[config.mk]
export PLATFORM = sky130hd
export DESIGN_NAME = carrier_sync_ctrl
export DESIGN_NICKNAME = d
export VERILOG_FILES = /design/src/rtl/carrier_sync_ctrl_pkg.sv /design/src/rtl/carrier_evt_det.sv /design/src/rtl/carrier_sync_ctrl.sv
export SDC_FILE = /design/constraint.sdc
export NUM_CORES = 1
export LEC_CHECK = 0
export BUFFER_PORTS_ARGS = -buffer_cell sky130_fd_sc_hd__clkbuf_2
export CELL_PAD_IN_SITES_DETAIL_PLACEMENT = 1
export CELL_PAD_IN_SITES_GLOBAL_PLACEMENT = 1
export CORE_ASPECT_RATIO = 0.7
export CORE_MARGIN = 4
export CORE_UTILIZATION = 41
export CTS_CLUSTER_SIZE = 30
export DETAILED_ROUTE_END_ITERATION = 7
export PLACE_DENSITY_LB_ADDON = 0.1
export SLEW_MARGIN = 20
export SYNTH_ARGS = -nofsm -noshare
export SYNTH_HDL_FRONTEND = slang
export SYNTH_SLANG_ARGS = --single-unit
[constraint.sdc]
create_clock -name clk -period 3.9 [get_ports clk]
set_input_delay 0.585 -clock clk [delete_from_list [all_inputs] [get_ports clk]]
set_output_delay 0.585 -clock clk [all_outputs]
set_load 0.05 [all_outputs]
[src/rtl/carrier_sync_ctrl_pkg.sv]
// Shared types for the carrier configuration sequencer: count/on-off encodings,
// update-point selection and the sequencer state.
package carrier_sync_ctrl_pkg;

    localparam int PWMCOUNT_WIDTH = 16;

    typedef enum logic [1:0] {
        NO_COUNT     = 2'd0,
        COUNT_UP     = 2'd1,
        COUNT_DOWN   = 2'd2,
        COUNT_UPDOWN = 2'd3
    } count_mode_e;

    typedef enum logic {
        PWM_OFF = 1'b0,
        PWM_ON  = 1'b1
    } pwm_onoff_e;

    typedef enum logic [1:0] {
        UPD_NOW  = 2'd0,
        UPD_ZERO = 2'd1,
        UPD_PEAK = 2'd2,
        UPD_BOTH = 2'd3
    } upd_mode_e;

    typedef enum logic [1:0] {
        S_IDLE    = 2'd0,
        S_ARMED   = 2'd1,
        S_APPLY   = 2'd2,
        S_RESTART = 2'd3
    } ctrl_state_e;

    // Cycles the generators are left counting after restart before commit_done.
    localparam logic [1:0] RESTART_HOLD = 2'd2;

endpackage

[src/rtl/carrier_evt_det.sv]
// Detects the zero-crossing and peak-reach events of the reference carrier,
// using the previous-cycle carrier value for edge qualification.
module carrier_evt_det
    import carrier_sync_ctrl_pkg::*;
#(
    parameter int CW = PWMCOUNT_WIDTH
) (
    input  logic          clk,
    input  logic          reset,
    input  logic [CW-1:0] carrier_ref,
    input  logic [CW-1:0] period,
    output logic          zero_evt,
    output logic          peak_evt
);

    logic [CW-1:0] cr_q;
    logic [CW:0]   pk_thr;

    always_ff @(posedge clk) begin
        if (reset) begin
            cr_q <= '0;
        end else begin
            cr_q <= carrier_ref;
        end
    end

    // One extra bit so period==0 cannot wrap the threshold into a false match.
    assign pk_thr   = {1'b0, period} - {{CW{1'b0}}, 1'b1};
    assign zero_evt = (carrier_ref == '0) && (cr_q != '0);
    assign peak_evt = (period != '0)
                   && ({1'b0, carrier_ref} >= pk_thr)
                   && ({1'b0, cr_q} < pk_thr);

endmodule

[src/rtl/carrier_sync_ctrl.sv]
// Staging/active configuration sequencer for the carrier generators: commits are
// applied at a chosen carrier event, optionally with a coherent stop/restart re-phase.
module carrier_sync_ctrl
    import carrier_sync_ctrl_pkg::*;
#(
    parameter int NCH = 8,
    parameter int CW  = PWMCOUNT_WIDTH
) (
    input  logic              clk,
    input  logic              reset,
    input  logic              cfg_commit,
    input  logic [CW-1:0]     cfg_period,
    input  logic [1:0]        cfg_mode,
    input  logic              cfg_onoff,
    input  logic [NCH*CW-1:0] cfg_phase,
    input  logic [1:0]        cfg_upd,
    input  logic              cfg_resync,
    input  logic [CW-1:0]     carrier_ref,
    output logic [CW-1:0]     period_o,
    output logic [1:0]        count_mode_o,
    output logic              pwm_onoff_o,
    output logic [NCH*CW-1:0] init_carr_o,
    output logic              busy,
    output logic              commit_done,
    output logic              cfg_err
);

    ctrl_state_e       state, state_n;
    logic [1:0]        rs_cnt;
    logic [CW-1:0]     stg_period;
    logic [1:0]        stg_mode;
    logic              stg_onoff;
    logic [NCH*CW-1:0] stg_phase;
    upd_mode_e         stg_upd;
    logic              stg_resync;
    logic              zero_evt, peak_evt;
    logic              running, fire, accept, done_n, err_n;

    function automatic logic cfg_valid(input logic [CW-1:0]     per,
                                       input logic              onoff,
                                       input logic [NCH*CW-1:0] ph);
        logic ok;
        ok = !((per == '0) && (onoff == PWM_ON));
        for (int i = 0; i < NCH; i++) begin
            if (ph[i*CW +: CW] > per) ok = 1'b0;
        end
        return ok;
    endfunction

    carrier_evt_det #(.CW(CW)) u_evt (
        .clk         (clk),
        .reset       (reset),
        .carrier_ref (carrier_ref),
        .period      (period_o),
        .zero_evt    (zero_evt),
        .peak_evt    (peak_evt)
    );

    // A stopped carrier never produces events, so an armed update goes out at once.
    assign running = (pwm_onoff_o == PWM_ON) && (count_mode_o != NO_COUNT) && (period_o != '0);
    assign fire    = !running
                  || (stg_upd == UPD_NOW)
                  || (((stg_upd == UPD_ZERO) || (stg_upd == UPD_BOTH)) && zero_evt)
                  || (((stg_upd == UPD_PEAK) || (stg_upd == UPD_BOTH)) && peak_evt);
    assign busy    = (state != S_IDLE);

    always_comb begin
        state_n = state;
        accept  = 1'b0;
        done_n  = 1'b0;
        err_n   = 1'b0;
        if (cfg_commit) begin
            if (((state == S_IDLE) || (state == S_ARMED)) && cfg_valid(cfg_period, cfg_onoff, cfg_phase)) begin
                accept = 1'b1;
            end else begin
                err_n = 1'b1;
            end
        end
        case (state)
            S_IDLE:    if (accept) state_n = S_ARMED;
            S_ARMED:   if (fire) state_n = S_APPLY;
            S_APPLY: begin
                if (stg_resync) begin
                    state_n = S_RESTART;
                end else begin
                    state_n = S_IDLE;
                    done_n  = 1'b1;
                end
            end
            S_RESTART: begin
                if (rs_cnt == RESTART_HOLD) begin
                    state_n = S_IDLE;
                    done_n  = 1'b1;
                end
            end
            default:   state_n = S_IDLE;
        endcase
    end

    always_ff @(posedge clk) begin
        if (reset) begin
            state        <= S_IDLE;
            rs_cnt       <= '0;
            commit_done  <= 1'b0;
            cfg_err      <= 1'b0;
            period_o     <= '0;
            count_mode_o <= NO_COUNT;
            pwm_onoff_o  <= PWM_OFF;
            init_carr_o  <= '0;
            stg_period   <= '0;
            stg_mode     <= NO_COUNT;
            stg_onoff    <= PWM_OFF;
            stg_phase    <= '0;
            stg_upd      <= UPD_NOW;
            stg_resync   <= 1'b0;
        end else begin
            state       <= state_n;
            commit_done <= done_n;
            cfg_err     <= err_n;
            rs_cnt      <= (state == S_RESTART) ? rs_cnt + 2'd1 : 2'd0;
            if (accept) begin
                stg_period <= cfg_period;
                stg_mode   <= cfg_mode;
                stg_onoff  <= cfg_onoff;
                stg_phase  <= cfg_phase;
                stg_upd    <= upd_mode_e'(cfg_upd);
                stg_resync <= cfg_resync;
            end
            // Holding on/off low for one cycle makes every generator reload init_carr together.
            if (state == S_APPLY) begin
                period_o     <= stg_period;
                count_mode_o <= stg_mode;
                init_carr_o  <= stg_phase;
                pwm_onoff_o  <= stg_resync ? PWM_OFF : stg_onoff;
            end
            if ((state == S_RESTART) && (rs_cnt == 2'd0)) begin
                pwm_onoff_o <= stg_onoff;
            end
        end
    end

endmodule
Word level (Yosys, flattened, before mapping)

Index checks and enable logic that the tools add are counted.

Register bits: 319
Latch bits: 0
Bits in writable memories: 0
Memory bits (read-only): 0
Input port bits: 169
Output and inout bits: 150
Word-level logic and storage cells: 93
Memories: 0

Add/sub/neg operators: 2
$mul: 0
Divide/modulo/power cells: 0
$lt $le $gt $ge: 10
Equality and inequality tests: 10
Shift operators: 0
Mux-type cells: 23
Bitwise operators: 2
Reduce and logical (&&, ||, !) cells: 31

Operators with widths:

| cell                  | count |
|---|---|
| $gt 16x16->1          | 8 |
| $logic_not 16->1      | 2 |
| $reduce_bool 16->1    | 2 |
| $ge 16x17->1          | 1 |
| $lt 16x17->1          | 1 |
| $mux 1                | 17 |
| $sub 16x1->17 const B | 1 |
| $eq 2x2->1 const B    | 5 |
| $logic_and 1x1->1     | 10 |
| $mux 2                | 4 |
| $pmux 2 s4            | 1 |
| $logic_not 2->1       | 3 |
| $logic_or 1x1->1      | 6 |
| $ne 2x2->1 const B    | 3 |
| $reduce_bool 2->1     | 3 |
| $eq 2x1->1 const B    | 2 |
| $reduce_or 2->1       | 2 |
| $reduce_and 3->1      | 1 |
| $add 2x1->2 const B   | 1 |
| $logic_not 1->1       | 2 |
| $not 1->1             | 2 |
| $pmux 1 s2            | 1 |

Depth between registers and ports, before layout

Depth after elaboration: 17
Depth in mapped cells: 15
Mapped depth without buffers: 15

Modules after synthesis

A second synthesis with hierarchy kept.

Cell total of the unflattened synthesis: 1922
Area total of the unflattened synthesis: 15997.8 sq um

By module, submodules not included:

| module            | times used | cells each | area each (sq um) | sequential area each (sq um) |
|---|---|---|---|---|
| carrier_sync_ctrl | 1          | 1755       | 14518.9           | 6065.8 |
| carrier_evt_det   | 1          | 167        | 1478.9            | 320.3 |

Least setup slack after synthesis

Ideal clock, no wire load.

Path kind: register to register
Start point: reg period_o[0]
End point: reg state[1]
Library setup time: 96 ps
Arrival: 3323 ps
Required time: 3804 ps
Slack: 481 ps
Stages on the path, launching flop included: 12
Path buffers: 0
Clock period less this slack: 3419 ps
Cells stage by stage: dfxtp_1 > or4_4 > nor4_1 > nand3b_1 > xor2_1 > ha_1 > nand4_1 > or2_2 > a2111oi_4 > a211oi_1 > a21o_1 > o41ai_2

Word-level cells in the longest chain between the ends: 8
Elaborated cells on any way between the ends: 14
Those cells by class: add/sub: 1; order compare: 2; eq/ne: 1; reduce/logical: 10

Ends and longest elaborated chain:

| what                                                         | RTL line                                                              | source |
|---|---|---|
| from (decl)                                                  | carrier_sync_ctrl.sv:19                                               | `output logic [CW-1:0] period_o,` |
| from (signal assigned)                                       | carrier_sync_ctrl.sv:131                                              | `period_o <= stg_period;` |
| $sub 16x1->17 / $reduce_bool 16->1 (equally long branches)   | carrier_evt_det.sv:28, carrier_evt_det.sv:30, carrier_sync_ctrl.sv:60 |  |
| $ge 16x17->1 / $logic_and 1x1->1 (equally long branches)     | carrier_evt_det.sv:31, carrier_sync_ctrl.sv:60                        |  |
| $logic_and 1x1->1 / $logic_not 1->1 (equally long branches)  | carrier_evt_det.sv:31, carrier_sync_ctrl.sv:61                        |  |
| $logic_and 1x1->1 / $logic_or 1x1->1 (equally long branches) | carrier_evt_det.sv:32, carrier_sync_ctrl.sv:62                        |  |
| $logic_and 1x1->1 / $logic_or 1x1->1 (equally long branches) | carrier_sync_ctrl.sv:64, carrier_sync_ctrl.sv:63                      |  |
| $logic_or 1x1->1 (*)                                         | carrier_sync_ctrl.sv:64                                               | `\|\| (((stg_upd == UPD_PEAK) \|\| (stg_upd == UPD_BOTH)) && peak_evt);` |
| $ne 2x2->1 (no line) (*)                                     | n/a                                                                   |  |
| $reduce_and 3->1 (no line) (*)                               | n/a                                                                   |  |
| to (signal assigned)                                         | carrier_sync_ctrl.sv:117                                              | `state <= state_n;` |
| to (decl)                                                    | carrier_sync_ctrl.sv:28                                               | `ctrl_state_e state, state_n;` |

Every way passes the cells marked *; elsewhere a longest branch is shown, timed or not.
A chain may end at the register's enable or synchronous reset.

Worst setup path in the final report

Start point: in cfg_period[7]
End point: reg stg_phase[17]

Word-level cells in the longest chain between the ends: 15
Elaborated cells on any way between the ends: 23
Those cells by class: order compare: 8; mux: 11; reduce/logical: 4

Ends and longest elaborated chain:

| what                                                                  | RTL line                 | source |
|---|---|---|
| from (decl)                                                           | carrier_sync_ctrl.sv:12  | `input logic [CW-1:0] cfg_period,` |
| parallel branches: the longest is 10 deep, another holds $gt 16x16->1 | n/a                      |  |
| $mux 1 (*)                                                            | carrier_sync_ctrl.sv:45  | `if (ph[i*CW +: CW] > per) ok = 1'b0;` |
| $mux 1 (*)                                                            | carrier_sync_ctrl.sv:72  | `if (cfg_commit) begin` |
| $logic_and 1x1->1 (*)                                                 | carrier_sync_ctrl.sv:73  | `if (((state == S_IDLE) \|\| (state == S_ARMED)) && cfg_valid(cfg_period, cfg_onoff, cfg_phase)) begin` |
| $mux 1 (*)                                                            | carrier_sync_ctrl.sv:73  |  |
| $mux 1 (*)                                                            | carrier_sync_ctrl.sv:72  |  |
| to (signal assigned)                                                  | carrier_sync_ctrl.sv:125 | `stg_phase <= cfg_phase;` |
| to (decl)                                                             | carrier_sync_ctrl.sv:33  | `logic [NCH*CW-1:0] stg_phase;` |

Every way passes the cells marked *. The select of a mux whose other input is x is not followed.

==> metrics.md <==
| Metric | Value |
|---|---|
| Placer congestion estimate | 0.817 |
| Tmin final | 3.53 ns |
| Min-Delay Startpoint | cfg_upd[0] |
| P&R area growth vs syn | 22.6% |
| Worst Hold End | stg_upd[0]$_SDFFE_PP0P_ |
| Root Driver | clkbuf_16 |
| Setup Buffers After CTS | 0 |
| RSZ-0062 raised after global routing | false |
| IO Count | 319 |
| Drt initial violations | 1155 |
| PnR worst setup slack | 0.373 ns |
| Filler cell count | 4441 |
| Clk slew on worst S/H paths | 0.06 ns |
| Initial Util | 42.1% |
| RR Startpoint | period_o[0]$_SDFFE_PP0P_ |
| DP Cell Count | 2588 |
| GRT Residual Overflow | 0 |
| Die ar. | 40600 um2 |
| Element type at the critical path start | input pin |
| Placed Area | 17500 um2 |
| Largest net degree at the start of global routing | 113 |
| Post-Syn Area | 15300 um2 |
| Ys Warns | 0 |
| TritonRoute pass-1 iters | 7 |
| Crit Path Max Fanout | 21 |
| Worst Setup End Kind | flip-flop |
| Primary FF master, synth | dfxtp_1 |
| Post-place setup slack | -0.126 ns |
| Final Hold Vio Count | 0 |
| Total core area | 36400 um2 |
| Mean Syn Cell Area | 8.13 um2 |
| Layout cells sized above 1 | 20.1% |
| ANT nets after route | 0 |
| IO buf count | 318 |
| Initial antenna violation count | 5 |
| PwrDens | 411 nW/um2 |
| Register Area | 6390 um2 |
| Post-CTS sizing | 0 |
| Asr flop ratio synth | 0% |
| Slowest-stage cell, CP | a211oi_1 |
| Via count of the first global-routing pass | 15500 |
| Max VDD drop | 0.000255 V |
| Maximum clock frequency | 284 MHz |
| Syn Inst Count | 1884 |
| CTS Buf Count | 34 |
| Worst-Skew Late Latency | 0.52 ns |
| Number of flops mapped to enable cells by yosys | 0 |
| Post-Syn Nets | 2212 |
| H-Tree Depth | 2 |
| Worst Tran Pin Value | 0.902 ns |
| R2R cell count | 14 |
| Period Utilization, post-route | 90.4% |
| First-pass GRT wire length | 89500 um |
| Synth top area cells | dfxtp_1 42%, ha_1 13%, a21oi_1 11% |
| Site Rows | 58 |
| Worst path cell trace | clkbuf_2 -> inv_1 -> ha_1 -> and2_1 -> a221o_1 -> a221oi_1 -> nor2_1 -> a211oi_1 -> nand4_1 -> buf_12 -> buf_12 -> o21ai_0 -> a21oi_1 |
| Max_slew headroom | 39.9% |
| Reg2Reg Setup Slack | 0.41 ns |
| Post-DP HPWL | 41200 um |
| Static leakage | 7.66 nW |
| Final Power | 7.71 mW |
| Top cell by count, worst path | buf_12 |
| # clock sinks | 319 |
| CTS max path bufs | 3 |
| Vert. Die Dim | 170 um |
| Post-route cell area | 18800 um2 |
| Worst Hold Depth | 3 |
| Yosys reg bits | 319 |
| Distinct cell type count after synthesis | 62 |
| Final setup violation count | 0 |
| Register area share after synthesis | 41.7% |
| Critical Path AT | 3.91 ns |
| RR Endpoint | state[0]$_SDFFE_PP0P_ |
| Nets | 2472 |
| Layout Cells excl Fill | 2655 |
| Max-slew violations | 0 |
| GRT Overall Usage | 27.7% |
| Final Skew | 0.00884 ns |
| DRC | 0 |
| TritonCTS clock tree | yes |
| Crit path required time | 4.29 ns |
| Multi-input gate area | 8300 um2 |
| Die X | 239 um |
| # hold bufs at CTS | 0 |
| CP Class | in -> reg |
| Worst hold path type | in -> reg |
| Largest stage delay on the critical path | 0.50 ns |
| Vias per cell | 5.73 |
| Via Count | 15200 |
| Outcome | finished, final reports clean |
| Largest area contributor in the netlist | dfxtp_1 |
| Avg WL per Cell | 21.9 um |
| Max-cap violations | 0 |
| Yosys top cell area share | 41.7% |
| Routed wire length | 58200 um |
[area by class of cell]
cell class                 count  share of cell area, %
multi-input combinational   1395                   44.2
sequential                   319                   34.0
timing repair buffer         359                   11.2
clock buffer                  50                   5.56
tap                          480                   3.20
clock inverter                12                   1.02
inverter                      35                  0.700
antenna                        5                 0.0666
[power breakdown]
group	internal (mW)	total [mW]	switching, mW
logic	0.280	0.841	0.561
registers	3.28	3.30	0.0152
clock network	2.20	3.58	1.38
total	5.76	7.71	1.96
[through the flow]
stage / hold WS [ns] / setup TNS [ns] / util, %
floorplan: 0.428 / 0 / -
global placement: 0.436 / -0.0000537 / 48.2
detailed placement: 0.442 / -5.07 / 48.2
CTS: 0.282 / 0 / 51.6
global route: 0.299 / 0 / 51.7
finish: 0.302 / 0 / 51.7
[how the worst max path moves through the flow]
stage,start,endpoint,cells past startpoint
floorplan,period_o[0]$_SDFFE_PP0P_,state[1]$_SDFFE_PP0P_,11
global placement,cfg_period[5],stg_phase[89]$_SDFFE_PP0P_,13
detailed placement,cfg_period[5],stg_phase[76]$_SDFFE_PP0P_,13
CTS,period_o[0]$_SDFFE_PP0P_,state[1]$_SDFFE_PP0P_,13
global route,cfg_period[7],stg_phase[89]$_SDFFE_PP0P_,13
finish,cfg_period[7],stg_phase[17]$_SDFFE_PP0P_,13
[metal layers]
| layer | track usage (%) | wire, um | up-vias |
|---|---|---|---|
| met1 | 37.8 | 26300 | 7452 |
| li1 | - | - | 7209 |
| met4 | 8.85 | 1780 | 0 |
| met5 | 0 | 0 | - |
| met3 | 4.71 | 3300 | 110 |
| met2 | 44.9 | 26900 | 434 |
[cell usage in the layout, fill, tap and decap left out, drive strengths merged, types with 23 or more instances in the layout]
cell / instances
buf: 42
nand3: 172
nor2b: 29
inv: 35
clkbuf: 367
nand2: 314
nor2: 31
ha: 159
o21ai: 161
a21oi: 349
nand4: 33
dfxtp: 319
a21o: 23
[registers in the layout (all words and copies together) (netlist names)]
name,count
state,2
cfg_err,1
pwm_onoff_o,1
rs_cnt,2
stg_upd,2
stg_resync,1
stg_mode,2
count_mode_o,2
stg_period,16
stg_phase,128
stg_onoff,1
init_carr_o,128
period_o,16
commit_done,1
u_evt.cr_q,16
[cell usage after synthesis, drive strengths merged (9+ instances only)]
cell type    n
buf         20
a21o        23
clkbuf     115
nor2        31
a21oi      349
o21ai      161
inv         35
nand3      172
a211oi       9
o211ai      11
dfxtp      319
nor4        15
xnor2        9
nor2b       29
ha         159
nand2      314
nand4       33
[critical path, delay by kind of cell]
family | cells | cell delay, ns
simple gates | 3 | 0.64
fa+ha+maj | 1 | 0.32
buf+inv | 4 | 0.88
compound gates | 5 | 1.48
[cells by family (layout without fill, tap and decap cells)]
group	count (synthesis)	in the layout	synth area share, %
AO/OA/AOI/OAI	588	588	20.9
XOR/XNOR	14	14	0.849
adder cells (fa/ha/maj)	160	160	13.0
buffers and inverters	170	456	4.39
flip-flops	319	319	41.7
other	0	5	0
AND/OR/NAND/NOR	633	633	19.1
No activity file was read; power rests on OpenSTA's default activity.
